File: src/rtl/kd_pkg.sv
// kd_pkg: sizes, FSM states and heap-index helpers shared by the kd-tree sort controller.
package kd_pkg;
  localparam int dim = 3;
  localparam int data_range = 255;
  localparam int dim_size = $clog2(data_range);
  localparam int center_size = dim * dim_size;
  localparam int axis_size = $clog2(dim);
  typedef logic [center_size-1:0] center_t;
  typedef logic [axis_size-1:0] axis_t;
  typedef enum logic [3:0] {IDLE, RD_P, RD_L, RD_R, CAPT, EVAL, WR_L, WR_P, WR_R, NEXT, DONE} state_t;
  function automatic int left_child(int i);
    return 2 * i + 1;
  endfunction
  function automatic int right_child(int i);
    return 2 * i + 2;
  endfunction
  function automatic int depth_of(int i);
    int d = 0;
    for (int b = 1; b < 31; b++) if ((i + 1) >> b != 0) d = b;
    return d;
  endfunction
endpackage

File: src/rtl/kd_sort_ctrl_if.sv
// kd_sort_ctrl_if: node RAM port plus compare-exchange element bundle of the kd-tree sorter.
interface kd_sort_ctrl_if #(parameter int levels = 3);
  import kd_pkg::*;
  localparam int addr_size = $clog2(2 ** levels - 1);
  logic mem_re, mem_we, ce_en, ce_sorting;
  logic ce_left_switch, ce_parent_switch, ce_right_switch;
  logic [addr_size-1:0] mem_raddr, mem_waddr;
  center_t mem_rdata, mem_wdata;
  center_t ce_left, ce_parent, ce_right, ce_new_left, ce_new_parent, ce_new_right;
  axis_t ce_axis;
  modport master(
    output mem_re, mem_raddr, mem_we, mem_waddr, mem_wdata,
    output ce_en, ce_sorting, ce_left, ce_parent, ce_right, ce_axis,
    input mem_rdata, ce_new_left, ce_new_parent, ce_new_right,
    input ce_left_switch, ce_parent_switch, ce_right_switch
  );
  modport slave(
    input mem_re, mem_raddr, mem_we, mem_waddr, mem_wdata,
    input ce_en, ce_sorting, ce_left, ce_parent, ce_right, ce_axis,
    output mem_rdata, ce_new_left, ce_new_parent, ce_new_right,
    output ce_left_switch, ce_parent_switch, ce_right_switch
  );
endinterface

File: src/rtl/kd_sort_ctrl.sv
// kd_sort_ctrl: sweeps every internal node of a heap-indexed kd-tree through the shared CE,
// writing back only switched entries, until a pass is clean or the pass limit is reached.
module kd_sort_ctrl
  import kd_pkg::*;
#(
  parameter int levels = 3,
  parameter int max_passes = 8
) (
  input  logic clk,
  input  logic rst,
  input  logic start,
  output logic busy,
  output logic done,
  output logic timeout,
  output logic [$clog2(max_passes+1)-1:0] pass_cnt,
  kd_sort_ctrl_if.master bus
);
  localparam int internal = 2 ** (levels - 1) - 1;
  localparam int addr_size = $clog2(2 ** levels - 1);
  localparam int pass_size = $clog2(max_passes + 1);
  typedef logic [addr_size-1:0] addr_t;
  state_t state_q, state_d;
  addr_t i_q, i_d, lchild, rchild;
  axis_t axis_q, axis_d;
  logic [pass_size-1:0] pass_q, pass_d, pass_inc;
  logic dirty_q, dirty_d, timeout_q, timeout_d, last_node, step_depth;
  center_t par_q, par_d, lft_q, lft_d, rgt_q, rgt_d;
  center_t new_l_q, new_l_d, new_p_q, new_p_d, new_r_q, new_r_d;
  logic [2:0] sw_q, sw_d;  // {left, parent, right}
  assign lchild = addr_t'(left_child(int'(i_q)));
  assign rchild = addr_t'(right_child(int'(i_q)));
  assign last_node = i_q == addr_t'(internal - 1);
  assign step_depth = ((int'(i_q) + 2) & (int'(i_q) + 1)) == 0;
  assign pass_inc = pass_q + 1'b1;
  always_ff @(posedge clk or negedge rst) begin
    if (!rst) begin
      state_q <= IDLE; i_q <= '0; axis_q <= '0; pass_q <= '0; dirty_q <= 1'b0; timeout_q <= 1'b0;
      par_q <= '0; lft_q <= '0; rgt_q <= '0; new_l_q <= '0; new_p_q <= '0; new_r_q <= '0; sw_q <= '0;
    end else begin
      state_q <= state_d; i_q <= i_d; axis_q <= axis_d; pass_q <= pass_d; dirty_q <= dirty_d;
      timeout_q <= timeout_d; par_q <= par_d; lft_q <= lft_d; rgt_q <= rgt_d;
      new_l_q <= new_l_d; new_p_q <= new_p_d; new_r_q <= new_r_d; sw_q <= sw_d;
    end
  end
  always_comb begin
    state_d = state_q; i_d = i_q; axis_d = axis_q; pass_d = pass_q; dirty_d = dirty_q;
    timeout_d = timeout_q; par_d = par_q; lft_d = lft_q; rgt_d = rgt_q;
    new_l_d = new_l_q; new_p_d = new_p_q; new_r_d = new_r_q; sw_d = sw_q;
    unique case (state_q)
      IDLE: if (start) begin
        state_d = RD_P; i_d = '0; axis_d = '0; pass_d = '0; dirty_d = 1'b0; timeout_d = 1'b0;
      end
      RD_P: state_d = RD_L;
      RD_L: begin par_d = bus.mem_rdata; state_d = RD_R; end
      RD_R: begin lft_d = bus.mem_rdata; state_d = CAPT; end
      CAPT: begin rgt_d = bus.mem_rdata; state_d = EVAL; end
      EVAL: begin
        new_l_d = bus.ce_new_left; new_p_d = bus.ce_new_parent; new_r_d = bus.ce_new_right;
        sw_d = {bus.ce_left_switch, bus.ce_parent_switch, bus.ce_right_switch};
        state_d = bus.ce_left_switch ? WR_L : bus.ce_parent_switch ? WR_P : bus.ce_right_switch ? WR_R : NEXT;
      end
      WR_L: begin dirty_d = 1'b1; state_d = sw_q[1] ? WR_P : sw_q[0] ? WR_R : NEXT; end
      WR_P: begin dirty_d = 1'b1; state_d = sw_q[0] ? WR_R : NEXT; end
      WR_R: begin dirty_d = 1'b1; state_d = NEXT; end
      NEXT: if (!last_node) begin
        i_d = i_q + 1'b1;
        axis_d = !step_depth ? axis_q : axis_q == axis_t'(dim - 1) ? '0 : axis_q + 1'b1;
        state_d = RD_P;
      end else begin
        pass_d = pass_inc;
        if (dirty_q && int'(pass_inc) < max_passes) begin
          i_d = '0; axis_d = '0; dirty_d = 1'b0; state_d = RD_P;
        end else begin
          timeout_d = dirty_q; state_d = DONE;
        end
      end
      DONE: state_d = IDLE;
      default: state_d = IDLE;
    endcase
  end
  assign busy = state_q != IDLE && state_q != DONE;
  assign done = state_q == DONE;
  assign timeout = timeout_q;
  assign pass_cnt = pass_q;
  assign bus.mem_re = state_q inside {RD_P, RD_L, RD_R};
  assign bus.mem_raddr = state_q == RD_P ? i_q : state_q == RD_L ? lchild : state_q == RD_R ? rchild : '0;
  assign bus.mem_we = state_q inside {WR_L, WR_P, WR_R};
  assign bus.mem_waddr = state_q == WR_L ? lchild : state_q == WR_P ? i_q : state_q == WR_R ? rchild : '0;
  assign bus.mem_wdata = state_q == WR_L ? new_l_q : state_q == WR_P ? new_p_q : state_q == WR_R ? new_r_q : '0;
  assign bus.ce_en = state_q == EVAL;
  assign bus.ce_sorting = state_q == EVAL;
  assign bus.ce_left = lft_q;
  assign bus.ce_parent = par_q;
  assign bus.ce_right = rgt_q;
  assign bus.ce_axis = axis_q;
endmodule

File: src/flat_wrapper.sv
// flat-port wrapper written by rule: the top's interface ports become plain ports
module kd_sort_ctrl_flat import kd_pkg::*;
#(
  parameter int levels = 3,
  parameter int max_passes = 8
)
  (clk, rst, start, busy, done, timeout, pass_cnt, bus_mem_re, bus_mem_raddr, bus_mem_we, bus_mem_waddr, bus_mem_wdata, bus_ce_en, bus_ce_sorting, bus_ce_left, bus_ce_parent, bus_ce_right, bus_ce_axis, bus_mem_rdata, bus_ce_new_left, bus_ce_new_parent, bus_ce_new_right, bus_ce_left_switch, bus_ce_parent_switch, bus_ce_right_switch);
  kd_sort_ctrl_if #(.levels(levels)) bus_i ();
  input  logic clk;
  input  logic rst;
  input  logic start;
  output logic busy;
  output logic done;
  output logic timeout;
  output logic [$clog2(max_passes+1)-1:0] pass_cnt;
  output wire logic [$bits(bus_i.mem_re)-1:0] bus_mem_re;
  output wire logic [$bits(bus_i.mem_raddr)-1:0] bus_mem_raddr;
  output wire logic [$bits(bus_i.mem_we)-1:0] bus_mem_we;
  output wire logic [$bits(bus_i.mem_waddr)-1:0] bus_mem_waddr;
  output wire logic [$bits(bus_i.mem_wdata)-1:0] bus_mem_wdata;
  output wire logic [$bits(bus_i.ce_en)-1:0] bus_ce_en;
  output wire logic [$bits(bus_i.ce_sorting)-1:0] bus_ce_sorting;
  output wire logic [$bits(bus_i.ce_left)-1:0] bus_ce_left;
  output wire logic [$bits(bus_i.ce_parent)-1:0] bus_ce_parent;
  output wire logic [$bits(bus_i.ce_right)-1:0] bus_ce_right;
  output wire logic [$bits(bus_i.ce_axis)-1:0] bus_ce_axis;
  input wire logic [$bits(bus_i.mem_rdata)-1:0] bus_mem_rdata;
  input wire logic [$bits(bus_i.ce_new_left)-1:0] bus_ce_new_left;
  input wire logic [$bits(bus_i.ce_new_parent)-1:0] bus_ce_new_parent;
  input wire logic [$bits(bus_i.ce_new_right)-1:0] bus_ce_new_right;
  input wire logic [$bits(bus_i.ce_left_switch)-1:0] bus_ce_left_switch;
  input wire logic [$bits(bus_i.ce_parent_switch)-1:0] bus_ce_parent_switch;
  input wire logic [$bits(bus_i.ce_right_switch)-1:0] bus_ce_right_switch;
  assign bus_mem_re = bus_i.mem_re;
  assign bus_mem_raddr = bus_i.mem_raddr;
  assign bus_mem_we = bus_i.mem_we;
  assign bus_mem_waddr = bus_i.mem_waddr;
  assign bus_mem_wdata = bus_i.mem_wdata;
  assign bus_ce_en = bus_i.ce_en;
  assign bus_ce_sorting = bus_i.ce_sorting;
  assign bus_ce_left = bus_i.ce_left;
  assign bus_ce_parent = bus_i.ce_parent;
  assign bus_ce_right = bus_i.ce_right;
  assign bus_ce_axis = bus_i.ce_axis;
  assign bus_i.mem_rdata = bus_mem_rdata;
  assign bus_i.ce_new_left = bus_ce_new_left;
  assign bus_i.ce_new_parent = bus_ce_new_parent;
  assign bus_i.ce_new_right = bus_ce_new_right;
  assign bus_i.ce_left_switch = bus_ce_left_switch;
  assign bus_i.ce_parent_switch = bus_ce_parent_switch;
  assign bus_i.ce_right_switch = bus_ce_right_switch;
  kd_sort_ctrl #(.levels(levels), .max_passes(max_passes)) u_core (.clk(clk), .rst(rst), .start(start), .busy(busy), .done(done), .timeout(timeout), .pass_cnt(pass_cnt), .bus(bus_i));
endmodule
File: config.mk
export PLATFORM = sky130hd
export DESIGN_NAME = kd_sort_ctrl_flat
export DESIGN_NICKNAME = d
export VERILOG_FILES = /design/src/rtl/kd_pkg.sv /design/src/rtl/kd_sort_ctrl_if.sv /design/src/rtl/kd_sort_ctrl.sv /design/src/flat_wrapper.sv
export SDC_FILE = /design/constraint.sdc
export NUM_CORES = 1
export LEC_CHECK = 0
export ABC_AREA = 1
export CORE_ASPECT_RATIO = 1.5
export CORE_MARGIN = 4
export CORE_UTILIZATION = 38
export DETAILED_ROUTE_END_ITERATION = 12
export PLACE_DENSITY = 0.77
export SKIP_CTS_REPAIR_TIMING = 1
export SYNTH_ARGS = -nofsm -noshare
export SYNTH_HDL_FRONTEND = slang
export SYNTH_SLANG_ARGS = --single-unit
File: constraint.sdc
create_clock -name clk -period 1.9 [get_ports clk]
set_input_delay 0.475 -clock clk [delete_from_list [all_inputs] [get_ports clk]]
set_output_delay 0.475 -clock clk [all_outputs]
set_load 0.01 [all_outputs]
==> results of run 1 <==
## metal layers
layer  vias to the layer above  track usage [%]  wire (um)
li1                       3135                -          -
met4                         0             7.78        557
met5                         -                0          0
met3                        39             5.03       1360
met1                      2998             21.7       7940
met2                       274             32.3      10500
## flip-flops by register name, summed over array words and instances, names as in the netlist, 2 cells and up
signal                flops
u_core.bus.ce_axis        2
u_core.bus.ce_left       24
u_core.new_l_q           24
u_core.i_q                3
u_core.state_q            4
u_core.bus.ce_right      24
u_core.bus.ce_parent     24
u_core.pass_cnt           4
u_core.new_p_q           24
u_core.sw_q               2
u_core.new_r_q           24
## logic make-up (layout without fill, tap and decap cells)
| family | after synthesis | after routing | synth area share, % |
|---|---|---|---|
| simple gates | 479 | 479 | 27.8 |
| xor+xnor | 1 | 1 | 0.128 |
| compound gates | 95 | 95 | 7.22 |
| fa+ha+maj | 4 | 4 | 0.729 |
| buf+inv | 87 | 376 | 5.47 |
| flops | 161 | 161 | 58.7 |
## through the flow
step / utilization [%] / power, mW / TNS [ps] / cells
after detailed placement: 54.1 / 12.9 / -7710 / 1265
final: 60.9 / 17.1 / -10670 / 1329
after global routing: 60.9 / 18.2 / -15100 / 1329
after floorplan: - / 9.22 / 0 / 827
after CTS: 57.5 / 16.4 / -24480 / 1297
after global placement: 54.1 / 12.7 / -6920 / 1265
## layout make-up
class | count | area, um^2
clock buffers | 19 | 453
clock inverters | 13 | 138
fillers | 1521 | 6870
inverters | 50 | 193
multi-input cells | 579 | 2740
flip-flops and latches | 161 | 4030
well taps | 213 | 267
repair buffers | 294 | 2880
## synth_stat cells, drive strengths merged
library cell  instances
clkinv                1
o221ai                2
nor2                 23
clkbuf                4
or2                   1
o22ai                 2
o21a                  1
dfrtp               161
nand3                35
o211ai                3
buf                  33
nand4                 2
nor3                  2
xor2                  1
ha                    4
nand2               416
o21ai                83
a21oi                 4
inv                  49
## where the power goes
part / total [mW] / switching (mW) / internal (mW)
sequential: 6.11 / 1.00 / 5.10
combinational: 7.57 / 3.86 / 3.72
clock: 3.42 / 1.50 / 1.92
## tightest hold or removal path, delay by kind of cell (launching register included)
family / cells / cell delay, ps
DFF: 1 / 340
and+or+nand+nor: 2 / 100
## path summary, 6_finish.rpt
kind | start | endpoint | slack, ps | cells past startpoint
setup / recovery | u_core.state_q[0] | bus_mem_wdata[17] | -400 | 9
hold / removal | u_core.dirty_q | u_core.dirty_q | 470 | 2
setup reg to reg | u_core.state_q[1] | u_core.new_r_q[23] | 40 | 10
hold reg to reg | u_core.dirty_q | u_core.dirty_q | 470 | 2
max in group asynchronous | rst | u_core.new_l_q[13] | 820 | 3
min in group asynchronous | rst | u_core.bus.ce_parent[10] | 510 | 2
==> results.json, run 1 <==
{
  "place_area_um2": 9510,
  "status": "finished, violations left",
  "cp.buffers_inverters": 5,
  "post_drt_wl_per_cell_um": 15.3,
  "clkSinkCount": 161,
  "n_antenna_cell": 0,
  "yosysTopAreaCell": "dfrtp_1",
  "cts-root-buf": "clkbuf_16",
  "cts_tree": "done",
  "p_leak_nw": 5.49,
  "final_common_cell": "nand2_1",
  "fmax_mhz": 435,
  "worst_pin_slew_ps": 459,
  "vias": 6446,
  "worst-path-max-fanout": 6,
  "synth_top_cells_by_area": "dfrtp_1 59%, nand2_1 22%, o21ai_0 5.6%",
  "cp.arrival_ps": 1830,
  "worstPathCellList": "inv_2 > nand2_4 > nor2_4 > buf_6 > clkbuf_16 > buf_12 > nand2_1 > nand3_2 > buf_6",
  "crit_slowest_cell": "dfrtp_1",
  "grt_pass1_wl_um": 31000,
  "io_buffers": 216,
  "ys_ff_latch": 161,
  "antenna_found_initial": 0,
  "initial_core_util_pct": 39.1,
  "cp_slowest_stage_delay_ps": 410,
  "post-route-cell-area_um2": 10700,
  "final_cell_mix": "392 x nand2_1, 175 x clkdlybuf4s50_1, 158 x dfrtp_1",
  "ir_drop_mv": 0.805,
  "cts_inserted_buffers": 17,
  "grt.total_usage_pct": 18.6,
  "period_needed_ps": 2300,
  "overflow": 0,
  "first_pass_iters": 5,
  "cp.required_ps": 1420,
  "coreArea_um2": 17600,
  "final_nets": 1209,
  "setup_viol": 34,
  "vias_per_cell": 4.85,
  "area_growth_pct": 55.9,
  "antenna_left": 0,
  "power_density_nw_per_um2": 1600,
  "post-route-drc-count": 0,
  "drtIter0Drc": 462,
  "relSlewSlack_pct": 69.4,
  "wl_um": 20300,
  "seq_area_frac_synth_pct": 58.7,
  "die_h_um": 173,
  "dieArea_um2": 20300,
  "min_path_type": "flip-flop to flip-flop",
  "maxCapViolCount": 0,
  "finalWorstSetupSlack_ps": -400,
  "violations": "setup timing",
  "finalHoldViolations": 0,
  "rows": 59,
  "grt_start_max_net_pins": 50,
  "slew_viol_final": 0,
  "syn_area_um2": 6870,
  "drive_above_1_share_pct": 19.8,
  "grt_pass1_vias": 6307,
  "timing.hold.ws_ps": 472,
  "io_pins": 217,
  "path_class": "flip-flop to primary output",
  "die_w_um": 118,
  "synth_cell_types": 26,
  "syn_area_per_cell_um2": 8.30,
  "synth_top_area_share_pct": 58.7,
  "post-place-ws_ps": -294,
  "synth_nets": 933,
  "finalClockSkew_ps": 8.72,
  "clk_pin_slew_ps": 60,
  "synth_cells": 827,
  "crit_path_frequent_cell": "buf_6",
  "cp-end-kind": "primary output",
  "gp_congestion": 0.876,
  "rsz0062_at_grt": "true",
  "clock_latency_ps": 420,
  "period_share_pct": 121,
  "clockBufferDepth": 2,
  "cp-start-kind": "flip-flop",
  "cts_htree_levels": 4,
  "dpl.hpwl_um": 14100,
  "ys_warn_count": 0,
  "critical_path.top_delay_family": "buffers and inverters"
}
(Power assumes the default switching activity.)
==> inputs of run 2 (changes only) <==
Settings changed: ABC_CLOCK_PERIOD_IN_PS set to 1900, CORE_UTILIZATION 38 to 35, DONT_BUFFER_PORTS set to 1, PLACE_DENSITY 0.77 to 0.58.
==> results.json, run 2 (same netlist as run 1, synthesis figures left out) <==
{
  "grt.total_usage_pct": 16.4,
  "dieArea_um2": 22000,
  "drive_above_1_share_pct": 15.1,
  "antenna_found_initial": 0,
  "crit_slowest_cell": "dfrtp_2",
  "dp.cells": 1076,
  "post-route-cell-area_um2": 8140,
  "crit_start": "u_core.state_q[0]",
  "grt_pass1_vias": 5460,
  "post_drt_wl_per_cell_um": 16.2,
  "min_path_type": "primary input to async pin",
  "cts_tree": "done",
  "clkSinkCount": 161,
  "io_buffers": 0,
  "cp-start-kind": "flip-flop",
  "die_h_um": 180,
  "power_density_nw_per_um2": 1720,
  "fin_util_pct": 42.3,
  "post-route-drc-count": 0,
  "initial_core_util_pct": 35.7,
  "clock_latency_ps": 420,
  "final_common_cell": "nand2_1",
  "io_pins": 217,
  "period_needed_ps": 2150,
  "relSlewSlack_pct": 68.9,
  "dpl.hpwl_um": 12600,
  "rsz0062_at_grt": "true",
  "wl_um": 18100,
  "clockBufferDepth": 2,
  "finalClockSkew_ps": 8.55,
  "grt_start_max_net_pins": 162,
  "final_nets": 954,
  "path_class": "flip-flop to primary output",
  "r2r_end": "u_core.state_q[0]",
  "cp_slowest_stage_delay_ps": 440,
  "final_cell_mix": "408 x nand2_1, 158 x dfrtp_1, 76 x o21ai_0",
  "n_antenna_cell": 0,
  "antenna_left": 0,
  "violations": "hold timing, setup timing",
  "slew_viol_final": 0,
  "timing.hold.ws_ps": -262,
  "fin_setup_tns_ps": -6260,
  "vias_per_cell": 4.77,
  "worst_pin_slew_ps": 466,
  "rows": 62,
  "drtIter0Drc": 232,
  "finalHoldViolations": 161,
  "final_cells": 1117,
  "r2r_setup_slack_ps": 300,
  "fmax_mhz": 466,
  "grt_pass1_wl_um": 28600,
  "crit_path_frequent_cell": "buf_4",
  "vias": 5330,
  "period_share_pct": 113,
  "r2r_start": "u_core.state_q[2]",
  "p_leak_nw": 4.26,
  "ir_drop_mv": 0.649,
  "place_area_um2": 7270,
  "r2r.worst_path.cells": 11,
  "clk_pin_slew_ps": 70,
  "status": "finished, violations left",
  "cts_inserted_buffers": 17,
  "coreArea_um2": 19200,
  "cp.arrival_ps": 1670,
  "cp-end-kind": "primary output",
  "overflow": 0,
  "cp.required_ps": 1420,
  "setup_viol": 33,
  "post-place-ws_ps": 65.1,
  "finalWorstSetupSlack_ps": -246,
  "maxCapViolCount": 0,
  "worstPathCellList": "inv_2 > nand2_4 > nor2_4 > buf_4 > buf_12 > nand2_1 > o21ai_1 > buf_4",
  "cts-root-buf": "clkbuf_16",
  "cts_htree_levels": 4,
  "worst-path-max-fanout": 7,
  "first_pass_iters": 4,
  "die_w_um": 122,
  "area_growth_pct": 18.5,
  "gp_congestion": 0.804
}
## run 2: cell types whose count changed in the layout (fill, tap and decap cells not counted), moves of 7 or more
| cell | before | now |
|---|---|---|
| buf_6 | 32 | 4 |
| nand2_4 | 11 | 2 |
| nand2_1 | 392 | 408 |
| buf_2 | 17 | 0 |
| buf_4 | 51 | 29 |
| clkdlybuf4s50_1 | 175 | 0 |
| nand2_2 | 13 | 6 |
| nand3_1 | 16 | 9 |
| nand3_2 | 18 | 26 |
## run 2: layout make-up
cell class,count,area [um^2]
clock buffers,18,429
clock inverters,14,130
fillers,1974,11100
inverters,50,188
multi-input cells,579,2640
flip-flops and latches,161,4030
well taps,256,320
repair buffers,39,393
## run 2: where the power goes
group / internal (mW) / switching, mW / leakage, nW
registers: 5.11 / 1.51 / 1.98
clock network: 1.74 / 1.52 / 0.271
logic: 1.52 / 2.62 / 2.01
total: 8.37 / 5.65 / 4.26
## run 2: critical path, delay by kind of cell (launching register included)
family                 cells  cell delay (ps)
buffers and inverters      4              500
DFF                        1              440
AOI/OAI and AO/OA          1               80
and+or+nand+nor            3              230
## run 2: worst max path at each step
stage          cells after the start  slack (ps)           endpoint
2_1_floorplan                      6         220   bus_mem_raddr[2]
3_3_place_gp                       7         100  bus_mem_wdata[19]
3_5_place_dp                       7          70  bus_mem_wdata[17]
4_1_cts                            7        -410  bus_mem_wdata[17]
5_1_grt                            8        -350  bus_mem_wdata[23]
6_report                           8        -250  bus_mem_wdata[23]
## run 2: per-layer routing
metal  global-route usage [%]  vias up  part of all wire, %  wire [um]
li1                         -     2623                    -          -
met1                     18.4     2512                   38       6970
met2                     28.4      185                   51       9270
met3                     7.36       10                  9.4       1710
met4                     3.90        0                 0.89        162
met5                        0        -                    0          0
## run 2: metrics by stage
stage / hold WS, ps / power (mW)
3_3_place_gp: 183 / 10.5
3_5_place_dp: 184 / 10.6
2_1_floorplan: 179 / 9.22
5_1_grt: -294 / 15.2
4_1_cts: -285 / 13.9
6_report: -262 / 14.0
==> inputs of run 3 (changes only) <==
--- a/config.mk
+++ b/config.mk
@@ -12,2 +12,3 @@
 export CORE_UTILIZATION = 35
+export CTS_BUF_LIST = sky130_fd_sc_hd__clkbuf_8
 export DETAILED_ROUTE_END_ITERATION = 12
==> constraint.sdc (replaced) <==
create_clock -name clk -period 1.9 [get_ports clk]
set_input_delay 0.19 -clock clk [delete_from_list [all_inputs] [get_ports clk]]
set_output_delay 0.19 -clock clk [all_outputs]
set_load 0.01 [all_outputs]
==> results.json, run 3 (same netlist as run 1, synthesis figures left out) <==
{
  "cts_inserted_buffers": 17,
  "post_drt_wl_per_cell_um": 16.4,
  "area_growth_pct": 31.3,
  "cts-root-buf": "clkbuf_8",
  "cts_htree_levels": 4,
  "grt_start_max_net_pins": 162,
  "cp-end-kind": "primary output",
  "overflow": 0,
  "die_h_um": 180,
  "grt.total_usage_pct": 15.7,
  "clock_latency_ps": 440,
  "path_class": "flip-flop to primary output",
  "r2r.worst_path.cells": 9,
  "setup_viol": 10,
  "slew_viol_final": 0,
  "antenna_found_initial": 0,
  "cp.arrival_ps": 1770,
  "rsz0062_at_grt": "true",
  "cts_tree": "done",
  "multi_input_area_um2": 2660,
  "cp.required_ps": 1710,
  "first_pass_iters": 5,
  "min_path_type": "primary input to async pin",
  "drtIter0Drc": 339,
  "vias": 5829,
  "worst-path-max-fanout": 6,
  "vias_per_cell": 4.80,
  "finalHoldViolations": 161,
  "post-route-cell-area_um2": 9020,
  "r2r_setup_slack_ps": 300,
  "grt_pass1_vias": 5115,
  "violations": "hold timing, setup timing",
  "drive_above_1_share_pct": 13.7,
  "io_pins": 217,
  "regArea_um2": 4030,
  "clkSinkCount": 161,
  "timing.hold.ws_ps": -568,
  "finalWorstSetupSlack_ps": -61.0,
  "wl_um": 19900,
  "period_share_pct": 103,
  "period_needed_ps": 1960,
  "crit_end": "bus_mem_wdata[8]",
  "gp_congestion": 0.813,
  "initial_core_util_pct": 35.7,
  "status": "finished, violations left",
  "fill_cells": 1825,
  "final_common_cell": "nand2_1",
  "final_cell_mix": "405 x nand2_1, 157 x dfrtp_1, 99 x dlygate4sd3_1",
  "post-route-drc-count": 0,
  "place_area_um2": 7200,
  "finalClockSkew_ps": 15.3,
  "maxCapViolCount": 0,
  "crit_start": "u_core.state_q[0]",
  "ir_drop_mv": 0.586,
  "clockBufferDepth": 2,
  "fmax_mhz": 510,
  "relSlewSlack_pct": 69.1,
  "power_density_nw_per_um2": 1500,
  "grt_pass1_wl_um": 27400,
  "rows": 62,
  "r2r_start": "u_core.state_q[3]",
  "p_leak_nw": 4.60,
  "clk_pin_slew_ps": 90,
  "cp-start-kind": "flip-flop",
  "r2r_end": "u_core.new_l_q[8]",
  "coreArea_um2": 19200,
  "die_w_um": 122,
  "final_nets": 1052,
  "io_buffers": 0,
  "antenna_left": 0,
  "dieArea_um2": 22000,
  "dpl.hpwl_um": 12400,
  "worst_pin_slew_ps": 463,
  "post-place-ws_ps": 183,
  "n_antenna_cell": 0
}
-- run 3: cell count changes in the layout (fill, tap and decap cells not counted), sizes merged --
| cell | delta |
|---|---|
| dlygate4sd3 | +99 |
| inv | -5 |
| clkinvlp | +4 |
| buf | -3 |
| clkinv | +2 |
| clkbuf | +1 |
-- run 3: cell type report --
class	count	share of cell area, %
Clock buffer	17	2.60
Clock inverter	15	1.22
Inverter	50	2.19
Multi-Input combinational cell	579	29.5
Sequential cell	161	44.7
Tap cell	256	3.55
Timing Repair Buffer	137	16.2
-- run 3: per-stage QoR --
stage / TNS [ps] / util [%] / std cells / hold slack (ps) / power [mW]
after floorplan: 0 / - / 827 / -106 / 9.22
after global placement: 0 / 37.4 / 1065 / -102 / 10.4
after detailed placement: 0 / 37.4 / 1065 / -102 / 10.5
after CTS: -7260 / 39.2 / 1097 / -616 / 12.8
after global routing: -3400 / 46.9 / 1215 / -622 / 14.6
final: -304 / 46.9 / 1215 / -568 / 13.5
-- run 3: metal layers --
metal	track usage, %	up-vias	routed length, um
met5	0	-	0
met4	4.17	0	279
met3	6.70	24	1460
met2	25.7	213	10100
met1	19.0	2779	8110
li1	-	2813	-
-- run 3: report_power, final --
part / internal, mW / switching, mW
sequential: 5.10 / 1.54
combinational: 1.81 / 2.82
clock: 0.912 / 1.34
-- run 3: critical path, stage by stage (launching register included) --
cell     delay [ps]
dfrtp_2         420
buf_4           130
nand2_1          80
nor2_4          180
buf_4           160
buf_4           140
nand2_1         100
nand3_2         120
-- run 3: how the worst min path moves through the flow --
stage,cells after the start,from,end
3_3_place_gp,0,rst,u_core.bus.ce_right[14]
6_report,0,rst,u_core.bus.ce_right[14]
5_1_grt,0,rst,u_core.bus.ce_parent[14]
4_1_cts,0,rst,u_core.new_l_q[11]
2_1_floorplan,0,rst,u_core.bus.ce_axis[0]
3_5_place_dp,0,rst,u_core.bus.ce_right[14]
